## src/rtl/simon_datapath.sv

```systemverilog
// Simon game datapath: timers, score/step counters, sequence LFSR, switch sync and LED mux.
// Optional switch debounce enabled by defining SIMON_DEBOUNCE_EN.
module simon_datapath #(
  parameter int unsigned TIMER_W    = 26,
  parameter int unsigned TIMER_N    = 25000000,
  parameter int unsigned TIMER_MAX  = 50000000,
  parameter int unsigned UTIMER_MAX = 50000000,
  parameter int unsigned SCORE_W    = 4,
  parameter logic [7:0]  LFSR_SEED  = 8'hA5,
  parameter int unsigned DEB_CYCLES = 16
) (
  input  logic               clk,
  input  logic               rst,
  input  logic               timerCntEn,
  input  logic               timerRst,
  input  logic               uTimerCntEn,
  input  logic               uTimerRst,
  input  logic               scoreCntEn,
  input  logic               scoreCntRst,
  input  logic               seqCntEn,
  input  logic               seqCntRst,
  input  logic               rndSeqEn,
  input  logic               rndSeqRst,
  input  logic               lightAllSl,
  input  logic               lightRndSl,
  input  logic               simonsTurn,
  input  logic [3:0]         switches,
  output logic               timerGtN,
  output logic               timerOut,
  output logic               uTimerOut,
  output logic               seqEqScore,
  output logic               anySwitch,
  output logic               switchMatch,
  output logic [3:0]         leds,
  output logic [SCORE_W-1:0] score
);

  localparam logic [TIMER_W-1:0] T_N   = TIMER_W'(TIMER_N);
  localparam logic [TIMER_W-1:0] T_MAX = TIMER_W'(TIMER_MAX);
  localparam logic [TIMER_W-1:0] U_MAX = TIMER_W'(UTIMER_MAX);
  localparam logic [SCORE_W-1:0] S_MAX = '1;
  // An all-zero LFSR would lock up, so a zero seed is replaced.
  localparam logic [7:0]         SEED  = (LFSR_SEED == 8'h00) ? 8'h01 : LFSR_SEED;

  if (TIMER_N >= TIMER_MAX || DEB_CYCLES == 0) begin : g_param_check
    $error("simon_datapath: need TIMER_N < TIMER_MAX and DEB_CYCLES > 0");
  end

  logic [TIMER_W-1:0] tcnt_q, tcnt_d;
  logic [TIMER_W-1:0] ucnt_q, ucnt_d;
  logic [SCORE_W-1:0] score_q, score_d;
  logic [SCORE_W-1:0] step_q, step_d;
  logic [7:0]         lfsr_q, lfsr_d;
  logic [3:0]         sw_meta_q, sw_meta_d;
  logic [3:0]         sw_s_q, sw_s_d;
  logic [3:0]         leds_q, leds_d;
  logic [3:0]         expected;
  logic [3:0]         sw_eff;

  assign expected = 4'b0001 << lfsr_q[1:0];

  always_comb begin
    tcnt_d    = tcnt_q;
    ucnt_d    = ucnt_q;
    score_d   = score_q;
    step_d    = step_q;
    lfsr_d    = lfsr_q;
    sw_meta_d = switches;
    sw_s_d    = sw_meta_q;

    if (timerRst)                            tcnt_d = '0;
    else if (timerCntEn && tcnt_q != T_MAX)  tcnt_d = tcnt_q + TIMER_W'(1);

    if (uTimerRst)                           ucnt_d = '0;
    else if (uTimerCntEn && ucnt_q != U_MAX) ucnt_d = ucnt_q + TIMER_W'(1);

    if (scoreCntRst)                         score_d = '0;
    else if (scoreCntEn && score_q != S_MAX) score_d = score_q + SCORE_W'(1);

    if (seqCntRst)                           step_d = '0;
    else if (seqCntEn && step_q != S_MAX)    step_d = step_q + SCORE_W'(1);

    if (rndSeqRst)     lfsr_d = SEED;
    else if (rndSeqEn) lfsr_d = {lfsr_q[6:0], lfsr_q[7] ^ lfsr_q[5] ^ lfsr_q[4] ^ lfsr_q[3]};

    if (lightAllSl)      leds_d = 4'hF;
    else if (lightRndSl) leds_d = expected;
    else if (simonsTurn) leds_d = '0;
    else                 leds_d = sw_eff;
  end

  always_ff @(posedge clk) begin
    if (rst) begin
      tcnt_q    <= '0;
      ucnt_q    <= '0;
      score_q   <= '0;
      step_q    <= '0;
      lfsr_q    <= SEED;
      sw_meta_q <= '0;
      sw_s_q    <= '0;
      leds_q    <= '0;
    end else begin
      tcnt_q    <= tcnt_d;
      ucnt_q    <= ucnt_d;
      score_q   <= score_d;
      step_q    <= step_d;
      lfsr_q    <= lfsr_d;
      sw_meta_q <= sw_meta_d;
      sw_s_q    <= sw_s_d;
      leds_q    <= leds_d;
    end
  end

`ifdef SIMON_DEBOUNCE_EN
  localparam int unsigned      DEB_W    = $clog2(DEB_CYCLES + 1);
  localparam logic [DEB_W-1:0] DEB_LAST = DEB_W'(DEB_CYCLES - 1);

  logic [3:0]       deb_q, deb_d;
  logic [DEB_W-1:0] dcnt_q [4];
  logic [DEB_W-1:0] dcnt_d [4];

  // Count consecutive cycles the synchronised bit disagrees with the debounced bit;
  // any agreement restarts the count, and the bit flips on the DEB_CYCLES-th disagreement.
  always_comb begin
    deb_d = deb_q;
    for (int unsigned i = 0; i < 4; i++) begin
      dcnt_d[i] = '0;
      if (sw_s_q[i] != deb_q[i]) begin
        if (dcnt_q[i] == DEB_LAST) deb_d[i] = sw_s_q[i];
        else                       dcnt_d[i] = dcnt_q[i] + DEB_W'(1);
      end
    end
  end

  always_ff @(posedge clk) begin
    if (rst) begin
      deb_q <= '0;
      for (int unsigned i = 0; i < 4; i++) dcnt_q[i] <= '0;
    end else begin
      deb_q <= deb_d;
      for (int unsigned i = 0; i < 4; i++) dcnt_q[i] <= dcnt_d[i];
    end
  end

  assign sw_eff = deb_q;
`else
  assign sw_eff = sw_s_q;
`endif

  assign timerGtN    = (tcnt_q > T_N);
  assign timerOut    = (tcnt_q == T_MAX);
  assign uTimerOut   = (ucnt_q == U_MAX);
  assign seqEqScore  = (step_q == score_q);
  assign anySwitch   = |sw_eff;
  assign switchMatch = (sw_eff == expected);
  assign leds        = leds_q;
  assign score       = score_q;

endmodule

```

## config.mk

```make
export PLATFORM = sky130hd
export DESIGN_NAME = simon_datapath
export DESIGN_NICKNAME = d
export VERILOG_FILES = /design/src/rtl/simon_datapath.sv
export SDC_FILE = /design/constraint.sdc
export NUM_CORES = 1
export LEC_CHECK = 0
export ABC_AREA = 1
export CAP_MARGIN = 0
export CORE_ASPECT_RATIO = 0.75
export CORE_MARGIN = 8
export CORE_UTILIZATION = 55
export DETAILED_ROUTE_END_ITERATION = 7
export PLACE_DENSITY = 0.75
export RECOVER_POWER = 50
export SLEW_MARGIN = 20
export SYNTH_ARGS = -nofsm -noshare
export SYNTH_HDL_FRONTEND = slang
export SYNTH_SLANG_ARGS = --single-unit
```

## constraint.sdc

```tcl
create_clock -name clk -period 2.1 [get_ports clk]
set_input_delay 0.315 -clock clk [delete_from_list [all_inputs] [get_ports clk]]
set_output_delay 0.315 -clock clk [all_outputs]
set_load 0.1 [all_outputs]
```

==> summary.txt, run 1 <==
Critical path
  • RR Startpoint: tcnt_q[1]$_SDFFE_PP0P_
  • Worst EP arrival: 1.69 ns
  • Critical path's largest stage delay: 0.38 ns
  • Critical path class: reg -> out
  • CP Capture Type: primary output
  • Crit path required time: 1.78 ns
  • Worst Setup SP: tcnt_q[0]$_SDFFE_PP0P_
  • Critical Path Slowest Stage Cell: dfxtp_1
  • Most used cell, CP: nand2_1
  • Nature of the critical path startpoint: flop
  • Worst-path cell chain: inv_1 > ha_1 > nand2_1 > nor3_2 > nand2_1 > nor2_1 > nor2_2 > buf_12
  • CP max FO: 4

Yosys
  • Post-synthesis mux area share: 0%
  • Synth Area in Adders: 1.563%
  • Seq/Total Area, Yosys: 33.34%
  • Netlist cell types: 34
  • Netlist Area Pre-Place: 4803 um2
  • Mean Syn Cell Area: 6.238 um2
  • Main combinational cell family by area after synthesis: simple AND/OR/NAND/NOR gates
  • Mapped Cells: 770
  • Ys Warns: 0
  • Synth Area in Compound Gates: 8.987%
  • FF+latch count, synth: 80
  • Post-synthesis xor/xnor area fraction: 5.835%
  • Synth Area in Simple Gates: 42.07%
  • Mapped Nets: 795

Die
  • Initial Util: 56.82%
  • FP Rows: 29
  • Total die area: 12010 um2
  • Die Height: 96.93 um
  • Die Span X: 123.9 um
  • Core area: 8454 um2
  • Num ports: 33

Finish
  • Synthesis-to-layout area growth: 16.49%
  • Share of cells above drive strength 1: 8.944%
  • Number of fill cells: 761
  • Nets: 825
  • Ant diodes: 0

Drt
  • Vias: 4910
  • Drt initial violations: 367
  • Drt first pass iters: 5
  • DRT antenna net count: 0
  • Vias per cell: 5.378
  • Post-Route WL: 12280 um
  • Routed WL per cell: 13.44 um
  • Drc violations: 0

GRT
  • Gr usage total: 20.87%
  • Vias in the first global route: 4459
  • Initial antenna violation count: 0
  • Most Crowded Layer GR: met1
  • Grt met1 use: 30.35%
  • Largest net degree at the start of global routing: 25
  • GR Util met2: 29.72%
  • Gr ovfl total: 0
  • First-pass GRT wire length: 20760 um
  • Met3 Track Usage GR: 4.878%

Placement
  • Hpwl dp: 9174 um
  • Final RePlAce weighted congestion: 0.9931
  • IO Port Bufs: 32

Clock tree
  • Bufs on Longest Clock Path: 2
  • CTS Root Buffer Type: clkbuf_16
  • Worst skew pair latency: 0.34 ns
  • CTS tree: done
  • Inserted Clock Buffers: 9
  • Post-CTS Hold Buffers: 0
  • Clock slew at reported path FFs: 0.06 ns
  • Clock sinks: 80
  • H-tree levels: 3

STA
  • Count of pins over their slew limit: 0
  • Crit path time final: 2.005 ns
  • RSZ-0062 raised after global routing: false
  • Final hold violation count: 0
  • Max Fclk: 498.8 MHz
  • Hold WS: 0.4167 ns
  • Worst-Margin Slew: 0.8388 ns
  • Max-slew headroom: 44.02%
  • Final period util: 95.46%
  • Final TNS setup: 0 ns
  • Clock Skew: 0.007480 ns
  • Setup Viol. Count Final: 0

Status
  • Status: finished, final reports clean

Hold path
  • Min-delay src: sw_meta_q[0]$_SDFF_PP0_
  • Min-Delay Path Class: reg -> reg

Power and ir drop
  • Worst VDD drop: 0.0006761 V
  • P_leak: 2.039 nW
  • PwrDens: 625.5 nW/um2

Job
  • Maxcap violations: 0
power by group:
part / total, mW / switching (mW) / internal (mW)
registers: 1.56 / 0.0201 / 1.54
clock network: 1.60 / 0.662 / 0.935
logic: 0.342 / 0.232 / 0.110
cell usage in the layout, fill, tap and decap left out, types with 7 or more instances in the layout:
| cell type | Yosys | final |
|---|---|---|
| nand2_1 | 258 | 258 |
| inv_1 | 71 | 69 |
| nor2_1 | 122 | 120 |
| clkbuf_16 | 0 | 9 |
| nand4_1 | 12 | 12 |
| xor2_1 | 20 | 20 |
| nand3_1 | 63 | 63 |
| o21ai_0 | 16 | 16 |
| clkdlybuf4s50_1 | 0 | 17 |
| xnor2_1 | 12 | 12 |
| a21oi_1 | 50 | 50 |
| dfxtp_1 | 80 | 74 |
| buf_4 | 1 | 7 |
| clkbuf_2 | 0 | 8 |
cell families after synthesis:
family / Yosys count
AOI/OAI and AO/OA: 76
DFF: 80
and+or+nand+nor: 482
adders and majority gates: 6
xor gates and xnor gates: 32
buffers and inverters: 94
path summary, 6_finish.rpt:
path | endpoint | slack [ns] | depth (start not counted)
hold reg to reg | sw_eff[0]$_SDFF_PP0_ | 0.42 | 2
setup / recovery | timerGtN | 0.1 | 8
hold / removal | sw_eff[0]$_SDFF_PP0_ | 0.42 | 2
setup reg to reg | tcnt_q[14]$_SDFFE_PP0P_ | 0.23 | 7
critical path: cells and delay by family, from the launching register on:
family | cells | cell delay [ns]
buffers and inverters | 2 | 0.28
adder cells (fa/ha/maj) | 1 | 0.21
flip-flops | 1 | 0.38
AND/OR/NAND/NOR | 5 | 0.47
sequential cells by signal (all words and copies together), names as in the netlist:
register	count
lfsr_q	8
ucnt_q	26
step_q	4
leds	4
tcnt_q	26
sw_eff	4
score	4
sw_meta_q	4
layer usage:
metal	vias up	wire length (um)
met5	-	0
met4	0	148
met3	20	1102
met2	171	5065
met1	2240	5959
li1	2479	-
final cells by class:
type	count	area [um2]	share of cell area (%)
multi-input combinational	596	2870	51.30
sequential	80	1614	28.85
timing repair buffer	40	396.6	7.089
inverter	73	274.0	4.897
clock buffer	9	225.2	4.025
tap	108	135.1	2.415
clock inverter	7	80.08	1.431
metrics by stage:
step / cells / power (mW) / cell area [um2] / setup slack (ns) / util, %
floorplan: 770 / 1.830 / 4860 / -0.07553 / -
CTS: 912 / 3.544 / 5600 / 0.01105 / 66.24
detailed placement: 896 / 1.941 / 5288 / 0.3141 / 62.54
finish: 913 / 3.500 / 5595 / 0.09528 / 66.18
global route: 913 / 3.619 / 5595 / 0.006788 / 66.18
global placement: 896 / 1.933 / 5288 / 0.3280 / 62.54
cells in the mapped netlist:
cell type	number	area, um2
nand3b_1	3	22.52
clkbuf_1	8	30.03
a21oi_1	50	250.2
inv_1	71	266.5
buf_1	2	7.510
nor2_2	3	18.77
and3_1	1	6.260
clkinv_1	1	3.750
buf_6	4	45.04
a221o_1	1	10.01
xnor2_1	12	105.1
inv_2	1	3.750
a22o_1	1	8.760
nor2_4	4	45.04
nor4_1	4	25.02
a21oi_2	5	43.79
a21boi_2	1	11.26
or4_1	1	7.510
a21boi_4	1	18.77
nand4_1	12	75.07
dfxtp_1	80	1602
nor3_1	4	20.02
nand2_4	3	33.78
buf_4	1	7.510
or2_2	1	6.260
nand2_2	3	18.77
nand3_1	63	315.3
ha_1	6	75.07
xor2_1	20	175.2
a221oi_1	1	8.760
o21ai_0	16	80.08
nor2_1	122	457.9
buf_2	6	30.03
nand2_1	258	968.4
what timing repair did:
| action | 4_1_cts | 5_1_grt |
|---|---|---|
| resized for setup | 2 | 6 |
| gates cloned | 0 | 0 |
| pin swaps | 0 | 1 |
| buffers inserted | 0 | 1 |
| endpoints found under the setup margin | 1 | 2 |
Power figures use the tool's default switching activity.
==> run 2, diff against run 1 <==
Settings changed: TNS_END_PERCENT set to 1.
==> run 2 against run 1 <==
Effect of this change:
- final cell count down 0.22%
- fmax about the same
- clock skew down 0.00066 ns
- flip-flop and latch count unchanged
- global-route usage up 0.75 points
==> summary.txt, run 2 (same netlist as run 1, synthesis figures left out) <==
STA
  • Final WS setup: 0.09486 ns
  • Max-slew headroom: 59.88%
  • Final period util: 95.48%
  • Crit path time final: 2.005 ns
  • Setup Viol. Count Final: 0
  • Final hold violation count: 0
  • Worst-Margin Slew: 0.6003 ns
  • Count of pins over their slew limit: 0
  • Clock Skew: 0.006820 ns
  • Max Fclk: 498.7 MHz
  • RSZ-0062 raised after global routing: false

Drt
  • Vias per cell: 5.426
  • Post-Route WL: 12610 um
  • Drc violations: 0
  • DRT antenna net count: 0
  • Routed WL per cell: 13.84 um
  • Drt initial violations: 442
  • Vias: 4943
  • Drt first pass iters: 5

Power and ir drop
  • Cell-internal power: 2.691 mW
  • Pwr Total: 3.585 mW
  • P_leak: 2.026 nW
  • Reg power frac: 43.6%
  • Clock share of power: 47.0%
  • Switch Pwr: 893.8 uW
  • Worst VDD drop: 0.0006662 V
  • Net Sw Frac: 24.93%
  • Gate power share: 9.4%
  • PwrDens: 641.6 nW/um2

GRT
  • Gr usage total: 21.63%
  • Largest net degree at the start of global routing: 25
  • Initial antenna violation count: 0
  • First-pass GRT wire length: 21420 um
  • Vias in the first global route: 4621
  • Gr ovfl total: 0

Critical path
  • Critical Path Slowest Stage Cell: dfxtp_1
  • Crit path required time: 1.78 ns
  • RR Startpoint: tcnt_q[23]$_SDFFE_PP0P_
  • Crit path buf inv count: 2
  • Critical path class: reg -> out
  • Most used cell, CP: nand2_1
  • CP Capture Type: primary output
  • Nature of the critical path startpoint: flop
  • Crit-path leading delay family: simple AND/OR/NAND/NOR gates
  • Worst-path cell chain: inv_1 > ha_1 > nand2_1 > nor3_2 > nand2_1 > nor2_1 > nor2_2 > buf_12
  • CP max FO: 4
  • Worst EP arrival: 1.69 ns
  • Critical path's largest stage delay: 0.39 ns
  • Worst Setup SP: tcnt_q[0]$_SDFFE_PP0P_

Clock tree
  • CTS tree: done
  • Worst skew pair latency: 0.34 ns
  • Post-CTS Hold Buffers: 0
  • H-tree levels: 3
  • Inserted Clock Buffers: 9
  • Clock slew at reported path FFs: 0.06 ns
  • CTS Root Buffer Type: clkbuf_16
  • Clock sinks: 80
  • Bufs on Longest Clock Path: 2

Finish
  • Ant diodes: 0
  • Commonest non-fill, non-tap cell in the layout: nand2_1
  • Nets: 824
  • Synthesis-to-layout area growth: 16.33%
  • Post-Layout Cell Count: 911
  • Number of fill cells: 777
  • Commonest non-fill, non-tap cells in the layout: nand2_1, nor2_1, dfxtp_1, inv_1, nand3_1
  • Biggest regs: tcnt_q: 26 flops, ucnt_q: 26 flops, lfsr_q: 8 flops
  • Share of cells above drive strength 1: 9.340%

Die
  • Core area: 8454 um2
  • Num ports: 33
  • Die Height: 96.93 um
  • Die Span X: 123.9 um
  • Initial Util: 56.82%
  • FP Rows: 29
  • Total die area: 12010 um2

Placement
  • Hpwl dp: 9422 um
  • Setup WS pre-CTS: 0.2586 ns
  • Final RePlAce weighted congestion: 0.9674
  • Dpl cells: 895
  • IO Port Bufs: 32

Job
  • Maxcap violations: 0

Status
  • Status: finished, final reports clean

Hold path
  • Min-Delay Path Class: reg -> reg
  • Min-delay src: sw_meta_q[3]$_SDFF_PP0_
[run 2: cell types whose count changed in the layout (fill, tap and decap cells not counted), moves of 2 or more]
cell | previous run | this run
dfxtp_4 | 2 | 0
nor2_2 | 4 | 6
nor2_1 | 120 | 118
dfxtp_2 | 4 | 8
dfxtp_1 | 74 | 72
[run 2: per-stage QoR]
step                area, um2  setup TNS [ns]  hold slack [ns]  util (%)
finish                   5588               0           0.4087     66.09
global placement         5256               0           0.3956     62.17
CTS                      5579               0           0.4091     65.99
detailed placement       5256               0           0.4006     62.17
floorplan                4848         -0.2501           0.3862         -
global route             5588               0           0.4242     66.09
[run 2: layer usage]
| metal | GRT usage, % | vias to the layer above | wire length, um |
|---|---|---|---|
| met5 | 0 | - | 0 |
| met4 | 5.657 | 0 | 129 |
| li1 | - | 2495 | - |
| met3 | 6.562 | 14 | 1311 |
| met2 | 31.78 | 166 | 5225 |
| met1 | 29.83 | 2268 | 5939 |
[run 2: final timing paths]
check	slack, ns	end	cells past startpoint
worst min register to register	0.41	sw_eff[3]$_SDFF_PP0_	2
worst max register to register	0.31	tcnt_q[21]$_SDFFE_PP0P_	8
worst min-delay path	0.41	sw_eff[3]$_SDFF_PP0_	2
worst max-delay path	0.09	timerGtN	8
[run 2: area by class of cell]
class / instances / area, um2 / area share, %
clock inverter: 6 / 93.84 / 1.679
sequential: 80 / 1612 / 28.84
tap: 108 / 135.1 / 2.418
inverter: 73 / 274.0 / 4.904
clock buffer: 9 / 225.2 / 4.030
multi-input combinational: 596 / 2872 / 51.39
timing repair buffer: 39 / 376.6 / 6.740
[run 2: worst register-to-register path, stage by stage, from the launching register on]
cell,delay [ns]
dfxtp_1,0.47
nand2_1,0.10
nor2_2,0.15
nand2_2,0.12
nor2_4,0.16
nand2_2,0.19
nand2_4,0.28
nand2_1,0.12
a21oi_2,0.13
[run 2: power groups by stage]
stage | sequential, mW | combinational, mW | clock (mW)
after CTS | 1.56 | 0.344 | 1.72
after global routing | 1.57 | 0.361 | 1.79
after global placement | 1.60 | 0.336 | 0
after floorplan | 1.64 | 0.191 | 0
after detailed placement | 1.60 | 0.342 | 0
final | 1.56 | 0.336 | 1.69
[run 2: repair_timing]
item                                    CTS  global route
pin swaps                                 0             1
resized for setup                         2            11
setup buffers                             0             1
endpoints found under the setup margin    1             2
==> patch, RTL diff (settings of run 2) <==
Set the parameter `TIMER_N` to 12500000 (it was 25000000).
--- a/src/rtl/simon_datapath.sv
+++ b/src/rtl/simon_datapath.sv
@@ -2,7 +2,7 @@
 // Optional switch debounce enabled by defining SIMON_DEBOUNCE_EN.
 module simon_datapath #(
   parameter int unsigned TIMER_W    = 26,
-  parameter int unsigned TIMER_N    = 25000000,
+  parameter int unsigned TIMER_N    = 12500000,
   parameter int unsigned TIMER_MAX  = 50000000,
   parameter int unsigned UTIMER_MAX = 50000000,
   parameter int unsigned SCORE_W    = 4,
Behaviour: no difference found for any inputs over 10 cycles, from zero or initial values and one cycle with rst high; that may be too few to reach the edited logic, so the function may still have changed.
==> patch against run 2 <==
  * Worst setup slack got worse by 0.024 ns
  * Combinational power increased by 4%
  * Sequential power hardly changed
  * Area after synthesis decreased by 0.70%
  * Sequential cell count unchanged
  * Cell area rose by 1.5%
  * Hold slack improved by 0.0017 ns
  * Total power shrank 2.0%
  * Wire length is 1.8% higher
  * Critical path depth decreased by 2
  * Largest cell class unchanged
==> patch: results (changes against run 2) <==
* Share of layout cells above drive strength 1: 11.7% (was 9.34%)
* Reported leakage power: 0.00210 uW (was 0.00203 uW)
- The synthesized-area fraction occupied by ao, oa, aoi and oai cells was 7.79% (was 8.99%).
- Total number of nets in the final design: 834 (was 824)
* Count of synthesis-stage warnings from yosys: 0 (unchanged)
- The number of antenna cells inserted came to 0 (unchanged).
- Placed instance count: 902 (was 895)
* Switching component of the power: 902 uW (was 894 uW)
- The number of detailed-route iterations in the first pass came to 5 (unchanged).
* Final HPWL from detailed placement: 9.50 mm (was 9.42 mm)
* Global router's overall resource usage: 21.7% (was 21.6%)
* Count of vias placed by the detailed router: 4931 (was 4943)
* Data arrival time at the worst-slack endpoint: 1.71 ns (was 1.69 ns)
- The clock tree root driver cell was sky130_fd_sc_hd__clkbuf_16 (unchanged).
- Registers with the most flip-flops: tcnt_q: 26 flops, ucnt_q: 26 flops, lfsr_q: 8 flops (unchanged)
- Maximum number of pins on one net before global-route repair: 24 (was 25)
- Peak supply drop: 623 uV (was 666 uV)
- The register area share after synthesis is 33.6% (was 33.3%).
- The count of input and output buffers was 32 (unchanged).
- The area fraction of the dominant cell type after synthesis came to 33.6% (was 33.3%).
* TritonCTS Buffers: 9 (unchanged)
- Unique masters post-synth: 32 (was 34)
- Worst-skew pair later-pin latency: 0.34 ns (about the same)
- The final wirelength is 12.8 mm (was 12.6 mm).
- Adder-cell share of the synthesized area: 1.57% (was 1.56%)
* Final RePlAce weighted congestion: 0.965 (was 0.967)
- Number of filler cells placed in the layout: 776 (was 777)
* Primary flip-flop cell chosen by synthesis mapping: sky130_fd_sc_hd__dfxtp_1 (unchanged)
- Final Skew: 0.00406 ns (was 0.00682 ns)
- Number of global-route vias before repair: 4476 (was 4621)
- Count of routing violations after the opening detailed-route iteration: 454 (was 442)
* Via density: 5.35 (was 5.43)
- Global-route wire length before repair: 21.3 mm (was 21.4 mm)
- List of most frequent post-synthesis cells: sky130_fd_sc_hd__nand2_1 (248), sky130_fd_sc_hd__nor2_1 (129), sky130_fd_sc_hd__dfxtp_1 (80) (was sky130_fd_sc_hd__nand2_1 (258), sky130_fd_sc_hd__nor2_1 (122), sky130_fd_sc_hd__dfxtp_1 (80)).
* Outcome: finished, final reports clean (unchanged)
- The top fanout value on the critical path came to 4 (unchanged).
* Clock transition time at the flip-flop clock pins of the worst setup and hold paths: 0.06 ns (about the same)
- Xor-xnor portion of the synthesized cell area: 6.06% (was 5.83%)
- Max Buffers Root-to-Sink: 2 (unchanged)
- The slew at the pin closest to its max-slew limit is 0.549 ns (was 0.600 ns).
- Top cells by area, synth: sky130_fd_sc_hd__dfxtp_1 (34%), sky130_fd_sc_hd__nand2_1 (20%), sky130_fd_sc_hd__nor2_1 (10%) (was sky130_fd_sc_hd__dfxtp_1 (33%), sky130_fd_sc_hd__nand2_1 (20%), sky130_fd_sc_hd__nor2_1 (9.5%))
[patch: cell types whose count changed in the layout (fill, tap and decap cells not counted), sizes merged, moves of 2 or more]
cell      before  now
a21oi         55   53
buf           12   19
clkinvlp       1    3
inv           73   81
nand2        264  255
nand4         12   17
nor2         129  135
nor3           4    2
o21ai         16   12
xor2          20   22
[patch: stage by stage]
step           utilization (%)  worst slack, ns  hold WS, ns  area (um^2)  power, uW
2_1_floorplan                -          -0.0755        0.386         4830       1830
3_3_place_gp              62.5            0.348        0.394         5280       1930
4_1_cts                   66.4           0.0147        0.412         5610       3540
6_report                  67.1           0.0708        0.410         5670       3510
3_5_place_dp              62.5            0.243        0.404         5280       1940
5_1_grt                   67.1          -0.0366        0.425         5670       3620
[patch: cells by family (layout without fill, tap and decap cells)]
logic type               after synthesis  after routing
AND/OR/NAND/NOR                      481            481
buffers and inverters                100            144
flip-flops                            80             80
AO/OA/AOI/OAI                         70             70
XOR/XNOR                              33             33
adder cells (fa/ha/maj)                6              6
[patch: repair_timing]
item | CTS | global route
setup endpoints to repair | 2 | 3
setup buffers | 0 | 4
pin swaps | 3 | 7
gates resized for setup | 9 | 25
[patch: critical path, cell delays in order (launching register included)]
cell	delay (ns)
sky130_fd_sc_hd__dfxtp_2	0.35
sky130_fd_sc_hd__inv_1	0.05
sky130_fd_sc_hd__or2_2	0.31
sky130_fd_sc_hd__nor3_4	0.14
sky130_fd_sc_hd__nand4_1	0.16
sky130_fd_sc_hd__a21oi_4	0.18
sky130_fd_sc_hd__buf_12	0.19
[patch: power groups by stage]
stage	Clock [uW]	Combinational, uW	Sequential (uW)
final	1600	349	1560
after CTS	1630	349	1560
after detailed placement	0	346	1600
after global routing	1680	374	1570
after floorplan	0	189	1640
after global placement	0	339	1600
[patch: cell type report]
cell class,count,area share (%)
multi-input combinational,590,50.6
timing repair buffer,46,7.57
sequential,80,28.7
clock inverter,6,1.17
clock buffer,10,4.21
tap,108,2.38
inverter,82,5.43
[patch: metal layers]
layer,vias to the layer above,track usage (%),part of all wire [%]
met1,2226,30.7,48
met3,14,5.05,8.7
met2,188,32.2,42
met4,0,5.26,1.2
met5,-,0,0
li1,2503,-,-
[patch: path summary, 6_finish.rpt]
kind                startpoint         end  slack [ns]  depth (start not counted)
hold reg to reg   sw_meta_q[0]   sw_eff[0]        0.41                          2
hold / removal    sw_meta_q[0]   sw_eff[0]        0.41                          2
setup reg to reg    tcnt_q[15]  tcnt_q[19]        0.25                         10
setup / recovery    tcnt_q[23]    timerGtN        0.07                          6
